### src/rtl/pipelined_add_sub_if.sv
// Valid/ready operand and result bundle for the pipelined adder/subtractor.
// The master drives operations and output ready; the slave returns results.
interface pipelined_add_sub_if #(
  parameter int WIDTH = 16
);
  logic             in_valid;
  logic             in_ready;
  logic [WIDTH-1:0] a;
  logic [WIDTH-1:0] b;
  logic             sub;
  logic             c_in;
  logic             out_valid;
  logic             out_ready;
  logic [WIDTH-1:0] sum;
  logic             c_out;
  logic             ovf;

  modport master (
    output in_valid, a, b, sub, c_in, out_ready,
    input  in_ready, out_valid, sum, c_out, ovf
  );

  modport slave (
    input  in_valid, a, b, sub, c_in, out_ready,
    output in_ready, out_valid, sum, c_out, ovf
  );
endinterface

### src/rtl/pipelined_add_sub.sv
// Pipelined ripple-carry adder/subtractor, one CHUNK-bit slice per stage.
// Unconsumed operand bits and finished sum bits are skewed along the pipe.
module pipelined_add_sub #(
  parameter int WIDTH = 16,
  parameter int CHUNK = 4
) (
  input logic               clock,
  input logic               reset_n,
  pipelined_add_sub_if.slave bus
);
  localparam int STAGES = WIDTH / CHUNK;

  logic              en;
  logic [STAGES-1:0] v_q, v_d;
  logic [STAGES-1:0] c_q, c_d;
  logic [STAGES-1:0] o_q, o_d;
  logic [WIDTH-1:0]  a_q [STAGES];
  logic [WIDTH-1:0]  a_d [STAGES];
  logic [WIDTH-1:0]  b_q [STAGES];
  logic [WIDTH-1:0]  b_d [STAGES];
  logic [WIDTH-1:0]  s_q [STAGES];
  logic [WIDTH-1:0]  s_d [STAGES];

  // No bubble collapsing: the whole pipe advances or holds together.
  assign en           = ~v_q[STAGES-1] | bus.out_ready;
  assign bus.in_ready = en;

  for (genvar k = 0; k < STAGES; k++) begin : g_st
    localparam int LO = k * CHUNK;
    localparam logic [WIDTH-1:0] MASK =
      WIDTH'({CHUNK{1'b1}}) << LO;

    logic [WIDTH-1:0] ai;
    logic [WIDTH-1:0] bi;
    logic [WIDTH-1:0] si;
    logic             ci;
    logic             vi;
    logic [CHUNK:0]   part;
    logic             cm;

    if (k == 0) begin : g_first
      // Subtract as a + ~b + 1; c_in only matters when adding.
      assign ai = bus.a;
      assign bi = bus.sub ? ~bus.b : bus.b;
      assign ci = bus.sub | bus.c_in;
      assign si = '0;
      assign vi = bus.in_valid;
    end else begin : g_next
      assign ai = a_q[k-1];
      assign bi = b_q[k-1];
      assign ci = c_q[k-1];
      assign si = s_q[k-1];
      assign vi = v_q[k-1];
    end

    assign part = {1'b0, ai[LO +: CHUNK]}
                + {1'b0, bi[LO +: CHUNK]}
                + (CHUNK+1)'(ci);

    // Carry into this slice's MSB, recovered from the sum bit.
    assign cm = ai[LO+CHUNK-1]
              ^ bi[LO+CHUNK-1]
              ^ part[CHUNK-1];

    assign a_d[k] = ai;
    assign b_d[k] = bi;
    assign s_d[k] = (si & ~MASK)
                  | (WIDTH'(part[CHUNK-1:0]) << LO);
    assign c_d[k] = part[CHUNK];
    assign o_d[k] = cm ^ part[CHUNK];
    assign v_d[k] = vi;
  end

  always_ff @(posedge clock or negedge reset_n) begin
    if (!reset_n) begin
      v_q <= '0;
      c_q <= '0;
      o_q <= '0;
      for (int k = 0; k < STAGES; k++) begin
        a_q[k] <= '0;
        b_q[k] <= '0;
        s_q[k] <= '0;
      end
    end else if (en) begin
      v_q <= v_d;
      c_q <= c_d;
      o_q <= o_d;
      for (int k = 0; k < STAGES; k++) begin
        a_q[k] <= a_d[k];
        b_q[k] <= b_d[k];
        s_q[k] <= s_d[k];
      end
    end
  end

  assign bus.out_valid = v_q[STAGES-1];
  assign bus.sum       = s_q[STAGES-1];
  assign bus.c_out     = c_q[STAGES-1];
  assign bus.ovf       = o_q[STAGES-1];
endmodule

### src/flat_wrapper.sv
// flat-port wrapper written by rule: the top's interface ports become plain ports
module pipelined_add_sub_flat 
#(
  parameter int WIDTH = 16,
  parameter int CHUNK = 4
)
  (clock, reset_n, bus_in_valid, bus_a, bus_b, bus_sub, bus_c_in, bus_out_ready, bus_in_ready, bus_out_valid, bus_sum, bus_c_out, bus_ovf);
  pipelined_add_sub_if #(.WIDTH(WIDTH)) bus_i ();
  input logic clock;
  input logic reset_n;
  input wire logic [$bits(bus_i.in_valid)-1:0] bus_in_valid;
  input wire logic [$bits(bus_i.a)-1:0] bus_a;
  input wire logic [$bits(bus_i.b)-1:0] bus_b;
  input wire logic [$bits(bus_i.sub)-1:0] bus_sub;
  input wire logic [$bits(bus_i.c_in)-1:0] bus_c_in;
  input wire logic [$bits(bus_i.out_ready)-1:0] bus_out_ready;
  output wire logic [$bits(bus_i.in_ready)-1:0] bus_in_ready;
  output wire logic [$bits(bus_i.out_valid)-1:0] bus_out_valid;
  output wire logic [$bits(bus_i.sum)-1:0] bus_sum;
  output wire logic [$bits(bus_i.c_out)-1:0] bus_c_out;
  output wire logic [$bits(bus_i.ovf)-1:0] bus_ovf;
  assign bus_i.in_valid = bus_in_valid;
  assign bus_i.a = bus_a;
  assign bus_i.b = bus_b;
  assign bus_i.sub = bus_sub;
  assign bus_i.c_in = bus_c_in;
  assign bus_i.out_ready = bus_out_ready;
  assign bus_in_ready = bus_i.in_ready;
  assign bus_out_valid = bus_i.out_valid;
  assign bus_sum = bus_i.sum;
  assign bus_c_out = bus_i.c_out;
  assign bus_ovf = bus_i.ovf;
  pipelined_add_sub #(.WIDTH(WIDTH), .CHUNK(CHUNK)) u_core (.clock(clock), .reset_n(reset_n), .bus(bus_i));
endmodule
### config.mk
export PLATFORM = sky130hd
export DESIGN_NAME = pipelined_add_sub_flat
export DESIGN_NICKNAME = d
export VERILOG_FILES = /design/src/rtl/pipelined_add_sub_if.sv /design/src/rtl/pipelined_add_sub.sv /design/src/flat_wrapper.sv
export SDC_FILE = /design/constraint.sdc
export NUM_CORES = 1
export LEC_CHECK = 0
export BUFFER_PORTS_ARGS = -buffer_cell sky130_fd_sc_hd__buf_2
export CORE_MARGIN = 5
export CORE_UTILIZATION = 49
export CTS_CLUSTER_SIZE = 8
export DETAILED_ROUTE_END_ITERATION = 10
export GPL_ROUTABILITY_DRIVEN = 0
export PLACE_DENSITY = 0.7
export SYNTH_ARGS = -nofsm -noshare
export SYNTH_HDL_FRONTEND = slang
export SYNTH_SLANG_ARGS = --single-unit
### constraint.sdc
create_clock -name clock -period 3.3 [get_ports clock]
set_input_delay 0.33 -clock clock [delete_from_list [all_inputs] [get_ports clock]]
set_output_delay 0.33 -clock clock [all_outputs]
set_load 0.05 [all_outputs]
Word-level counts from Yosys, hierarchy flattened
Cells that the tools add are included.

Bits in registers: 148. Input port bits: 38. Output and inout bits: 20. Word-level logic and storage cells: 41.

Add/sub/neg operators: 8. Multiplexer cells: 1. Bitwise logic cells: 19.

Operators by type and width (count): $add 4x4->5 (4); $add 5x1->5 (4); $mux 16 (1); $not 16->16 (1); $or 12x16->16 (1); $or 8x12->12 (1); $xor 1x1->1 (12); $or 4x8->8 (1); $or 1x1->1 (2); $not 1->1 (1).

Logic depth before layout (Yosys ltp)
Gate-level depths: netlist of run 1.

Depth after elaboration: 6. Depth in mapped cells: 8. Depth with buffers taken out: 7.

Worst setup path before layout of run 1
OpenSTA, ideal clock, no wires.

Path type: input port to flip-flop. Start: in bus_sub. End: reg u_core.c_q[0]. Setup time: 0.077 ns. Arrival time: 1.936 ns. Required time: 3.223 ns. Slack: 1.287 ns. Cell stages on the path: 8. Path buffers: 2. Cells stage by stage: buf_4 -> buf_4 -> xnor2_1 -> fa_1 -> fa_1 -> nor2b_1 -> o21ai_0 -> a21oi_1.

Longest elaborated chain between the ends: 3. Elaborated cells on any way between the ends: 4. Classes of those cells: add/sub: 2; mux: 1; bitwise: 1.

RTL lines: start: declaration (line flat_wrapper.sv:14) `input wire logic [$bits(bus_i.sub)-1:0] bus_sub;`; $mux 16 (line pipelined_add_sub.sv:44) `assign bi = bus.sub ? ~bus.b : bus.b;`; $add 4x4->5 (line pipelined_add_sub.sv:57) `+ {1'b0, bi[LO +: CHUNK]}`; $add 5x1->5 (*) (line pipelined_add_sub.sv:58) `+ (CHUNK+1)'(ci);`; end signal: assignment (line pipelined_add_sub.sv:77) `c_q <= '0;`; end signal: assignment (line pipelined_add_sub.sv:86) `c_q <= c_d;`; end: declaration (line pipelined_add_sub.sv:15) `logic [STAGES-1:0] c_q, c_d;`.

Mark *: on every way between the ends. The rest lies on a longest branch, timed or not. A chain may end at the register's enable or synchronous reset.

Worst setup path in the final report of run 1
Ends and elaborated chain as after synthesis.

==> metrics.yaml, run 1 <==
drt:
  firstDrtPassIters: 4
  drtIter0Drc: 122
  drc_errors: 0
  routed_wl_um: 7560
  vias: 2989
  vias_per_cell: 4.80
  drt.antenna.violating_nets: 0
  avgRoutedWirePerCell_um: 12.1
critical_path:
  critPathBufInv: 1
  cp.depth: 7
  cpMaxStageDelayCell: "fa_1"
  cp.arrival_ps: 2160
  reg2reg_slack_ps: 1450
  crit_top_cell: "fa_1"
  path_max_fanout: 17
  critPathTopFamily: "adder cells"
  worstSetupPathType: "input pin to flip-flop"
  crit_chain: "buf_2 -> xnor2_1 -> fa_1 -> fa_1 -> nor2b_1 -> o21ai_0 -> a21oi_1"
  cp.required_ps: 3590
  start_kind: "input pin"
  crit_path_end_kind: "flip-flop"
  max_stage_delay_ps: 460
  r2r_cells: 7
pwr:
  p_per_area_nw_per_um2: 978
  ir_worst_vdd_mv: 0.294
  power_leakage_nw: 2.52
global_route:
  grt_util_met3: 0.0367
  grt_use_met1: 0.195
  grt_pass1_vias: 3127
  gr-total-overflow: 0
  met2_usage: 0.251
  grt_use_total: 0.153
  grt_max_degree: 96
  grt_pass1_wl_um: 13800
  antenna_found_initial: 0
  busiest_layer: "met2"
sta:
  max_freq_mhz: 534
  hold_viol: 0
  hold_ws_ps: 73.2
  slew_headroom: 0.395
  slew_viol_final: 0
  rsz0062_at_grt: "no"
  timing.setup.tns_ps: 0
  min_period_ps: 1870
  skew_ps: 7.99
  fin_crit_sh: 0.568
  tightest_slew_ps: 908
  finalSetupViolCount: 0
logic_synthesis:
  synth_nets: 519
  yosysWarnings: 0
  ys_ff_latch: 97
  ys_types: 24
  syn_area_sq_um: 4310
  ys_seq_area_frac: 0.564
  synthArstFlopShare: 1.00
  synth_area_leader_cell: "dfrtp_1"
  syn_inst: 461
  syn_avg_cell_area_sq_um: 9.34
  yosysTopAreaCellShare: 0.564
  synth_edf_count: 0
  ys.flop_type: "dfrtp_1"
  synth_area_leaders: "dfrtp_1 56%, nand2_1 18%, fa_1 3.7%, ha_1 3.5%, xnor2_1 2.6%"
clock_tree:
  cts_setup_buffers: 0
  htreeDepth: 3
  cts_buffer_depth: 2
  cts_tree: "yes"
  cts.sink_count: 97
  clk_pin_slew_ps: 90
  cts_resized: 0
  cts_hold_buf: 0
  clock_latency_ps: 350
  cts_inserted_buffers: 9
  cts-root-buf: "clkbuf_8"
place:
  port_buffers: 57
  hpwl_um: 5030
  placed_area_sq_um: 4620
cells_and_area:
  multi_input_area_sq_um: 1680
  antennaDiodeCount: 0
  design_area_sq_um: 4820
  area_growth_pct: 12.0
  final_cell_mix: "206 x nand2_1, 97 x dfrtp_1, 56 x buf_2, 20 x nor2_1"
  final_net_count: 568
  drive_above_1_share: 0.157
  regArea_sq_um: 2430
  final_common_cell: "nand2_1"
  fill_cells: 816
floorplanning:
  initial_core_util: 0.499
  io_pins: 58
  row_count: 34
  die_width_um: 104
  dieArea_sq_um: 10800
  die_y_um: 104
  coreArea_sq_um: 8640
min_path:
  min_path_type: "input pin to asynchronous set/reset pin"
run:
  maxCapViolCount: 0
run_status:
  status: "finished clean"
[cell usage after synthesis (3+ instances only)]
cell / count
nand2_1: 206
ha_1: 12
buf_4: 5
nor2b_1: 4
fa_1: 8
o21ai_0: 16
dfrtp_1: 97
nor2_1: 20
a21o_1: 3
xor2_1: 8
a21oi_1: 13
xnor2_1: 13
o21ai_1: 13
inv_1: 16
buf_2: 15
[metal layers]
| layer | wire length, um | part of all wire |
|---|---|---|
| met1 | 3510 | 0.46 |
| met4 | 167 | 0.022 |
| met5 | 0 | 0 |
| met3 | 321 | 0.042 |
| met2 | 3560 | 0.47 |
[power by group]
group / total, mW / internal [mW] / switching (mW)
clock network: 0.759 / 0.372 / 0.387
registers: 2.00 / 1.72 / 0.279
logic: 1.96 / 0.669 / 1.29
[through the flow]
stage / setup slack [ps] / cells / utilization / power (mW)
after floorplan: 1290 / 461 / - / 3.54
after global placement: 1150 / 607 / 0.535 / 3.92
after detailed placement: 1050 / 607 / 0.535 / 3.99
after CTS: 1400 / 623 / 0.558 / 4.78
after global routing: 1310 / 623 / 0.558 / 5.15
final: 1430 / 623 / 0.558 / 4.72
[worst reg2reg max path, stage by stage (launching register included)]
cell      delay [ps]
dfrtp_1          390
fa_1             210
inv_1             60
fa_1             400
nand2b_1         170
a21oi_2          170
xnor2_1          100
mux2_4           250
[flip-flops by register name, summed over array words and instances (netlist names)]
signal and cells:
u_core.bus.sum 16, u_core.c_q 4, u_core.g_st.ai 24, u_core.g_st.bi 24, u_core.g_st.si 24, u_core.o_q 1
u_core.v_q 4
[path summary, 6_finish.rpt]
kind | endpoint | startpoint
setup / recovery | u_core.c_q[0]$_DFFE_PN0P_ | bus_sub
hold / removal | u_core.bus.sum[2]$_DFFE_PN0P_ | reset_n
setup reg to reg | u_core.o_q[3]$_DFFE_PN0P_ | u_core.g_st[3].bi[12]$_DFFE_PN0P_
hold reg to reg | u_core.bus.sum[2]$_DFFE_PN0P_ | u_core.bus.sum[2]$_DFFE_PN0P_
max in group asynchronous | u_core.c_q[2]$_DFFE_PN0P_ | reset_n
min in group clock | u_core.g_st[1].ai[13]$_DFFE_PN0P_ | bus_a[13]
[area by class of cell]
| cell class | instances | area share |
|---|---|---|
| clock buffers | 12 | 0.0301 |
| clock inverters | 4 | 0.0109 |
| inverters | 17 | 0.0138 |
| multi-input cells | 324 | 0.348 |
| flip-flops and latches | 97 | 0.503 |
| well taps | 108 | 0.0280 |
| repair buffers | 61 | 0.0659 |
[kinds of logic (layout without fill, tap and decap cells)]
family / count (synthesis) / in the layout / synth area share
adders and majority gates: 20 / 20 / 0.0721
DFF: 97 / 97 / 0.564
and+or+nand+nor: 235 / 235 / 0.212
AOI/OAI and AO/OA: 47 / 47 / 0.0581
muxes: 1 / 1 / 0.00349
xor gates and xnor gates: 21 / 21 / 0.0427
buffers and inverters: 40 / 94 / 0.0477
(Power assumes the default switching activity.)
==> run 2, diff against run 1 <==
--- a/config.mk
+++ b/config.mk
@@ -11,7 +11,7 @@
 export CTS_CLUSTER_SIZE = 8
 export DETAILED_ROUTE_END_ITERATION = 10
 export GPL_ROUTABILITY_DRIVEN = 0
-export PLACE_DENSITY = 0.7
+export PLACE_DENSITY = 0.72
 export SYNTH_ARGS = -nofsm -noshare
 export SYNTH_HDL_FRONTEND = slang
 export SYNTH_SLANG_ARGS = --single-unit
==> constraint.sdc (replaced) <==
create_clock -name clock -period 1.7 [get_ports clock]
set_input_delay 0.17 -clock clock [delete_from_list [all_inputs] [get_ports clock]]
set_output_delay 0.17 -clock clock [all_outputs]
set_load 0.05 [all_outputs]
==> metrics.yaml, run 2 (synthesized netlist as in run 1, its figures left out) <==
run_status:
  violations: "setup timing"
  status: "finished, violations left"
min_path:
  hold_start: "bus_a[10]"
  min_path_type: "input pin to flip-flop"
critical_path:
  crit_path_end_kind: "flip-flop"
  startpoint: "u_core.c_q[2]$_DFFE_PN0P_"
  cp.required_ps: 1950
  cp.arrival_ps: 1960
  worstReg2RegStart: "u_core.c_q[2]$_DFFE_PN0P_"
  worstSetupPathType: "flip-flop to flip-flop"
  start_kind: "flip-flop"
  path_max_fanout: 2
clock_tree:
  clock_latency_ps: 350
  cts_inserted_buffers: 9
  cts_buffer_depth: 2
  cts-root-buf: "clkbuf_8"
  cts.sink_count: 97
  htreeDepth: 3
  cts_setup_buffers: 0
  clk_pin_slew_ps: 90
  cts_tree: "yes"
sta:
  slew_viol_final: 0
  timing.setup.tns_ps: -13.9
  tightest_slew_ps: 534
  hold_viol: 0
  fin_crit_sh: 1.01
  finalWorstSetupSlack_ps: -13.9
  min_period_ps: 1710
  max_freq_mhz: 583
  skew_ps: 8.13
  rsz0062_at_grt: "yes"
  slew_headroom: 0.644
  finalSetupViolCount: 1
cells_and_area:
  final_common_cell: "nand2_1"
  antennaDiodeCount: 0
  final_net_count: 579
  drive_above_1_share: 0.183
  final_cell_mix: "206 x nand2_1, 97 x dfrtp_1, 55 x buf_2, 20 x nor2_1, 16 x o21ai_0"
  area_growth_pct: 15.3
  fill_cells: 801
  utilization: 0.575
  design_area_sq_um: 4960
drt:
  firstDrtPassIters: 4
  vias_per_cell: 4.72
  drc_errors: 0
  drtIter0Drc: 127
  routed_wl_um: 7810
  vias: 2992
  avgRoutedWirePerCell_um: 12.3
  drt.antenna.violating_nets: 0
floorplanning:
  dieArea_sq_um: 10800
  die_width_um: 104
  row_count: 34
  die_y_um: 104
  initial_core_util: 0.499
  coreArea_sq_um: 8640
  io_pins: 58
global_route:
  grt_use_met1: 0.210
  busiest_layer: "met2"
  grt_util_met3: 0.0342
  gr-total-overflow: 0
  grt_pass1_vias: 2988
  antenna_found_initial: 0
  grt_max_degree: 96
  grt_use_total: 0.153
  grt_pass1_wl_um: 13800
  met2_usage: 0.237
place:
  port_buffers: 57
  hpwl_um: 5390
  placed_area_sq_um: 4740
  dp_slack_ps: -45.2
pwr:
  p_per_area_nw_per_um2: 1860
  power_leakage_nw: 2.58
  ir_worst_vdd_mv: 0.643
run:
  maxCapViolCount: 0
## run 2: cell count changes in the layout (fill, tap and decap cells not counted), sizes merged
cell and delta:
clkinv +1, bufinv -1, dlygate4sd3 +3, buf +7, clkbuf +1
## run 2: timing repair
item | in CTS | in global routing
pin swaps | 1 | 2
hold endpoints to repair | 37 | 1
setup endpoints to repair | 2 | 2
resized for setup | 2 | 2
hold buffers | 2 | 1
## run 2: critical path: stages (launching register included)
cell	delay, ps
dfrtp_1	410
fa_2	400
inv_2	60
fa_2	190
nand2b_4	130
a21oi_4	50
xnor2_1	120
mux2_4	250
## run 2: final timing paths
check	endpoint	slack [ps]	depth (start not counted)
min in group asynchronous	u_core.bus.sum[3]$_DFFE_PN0P_	330	2
max reg2reg	u_core.o_q[3]$_DFFE_PN0P_	-10	7
min reg2reg	u_core.bus.sum[9]$_DFFE_PN0P_	470	2
min	u_core.g_st[1].ai[10]$_DFFE_PN0P_	10	3
max	u_core.o_q[3]$_DFFE_PN0P_	-10	7
max in group asynchronous	u_core.c_q[3]$_DFFE_PN0P_	780	3
## run 2: routing by layer
layer,wire length (um),up-vias,part of all wire
met3,366,12,0.047
met4,145,0,0.019
met1,3770,1382,0.48
met5,0,-,0
met2,3520,53,0.45
li1,-,1545,-
## run 2: layout make-up
cell class / count / area (sq um) / area share
clock buffer: 12 / 155 / 0.0313
clock inverter: 4 / 27.5 / 0.00554
inverter: 17 / 68.8 / 0.0139
multi-input combinational: 324 / 1700 / 0.343
sequential: 97 / 2430 / 0.489
tap: 108 / 135 / 0.0272
timing repair buffer: 72 / 448 / 0.0902
## run 2: report_power, final
part	switching, mW	internal, mW	leakage, nW	total (mW)
registers	0.550	3.34	1.17	3.89
clock network	0.768	0.610	0.0846	1.38
logic	2.54	1.42	1.33	3.97
## run 2: stage by stage
stage	power [mW]	hold slack, ps	std cells
final	9.23	14.9	634
after global routing	10.0	10.3	634
after CTS	9.33	1.50	633
after detailed placement	7.90	191	615
after global placement	7.75	184	615
after floorplan	6.93	-126	461
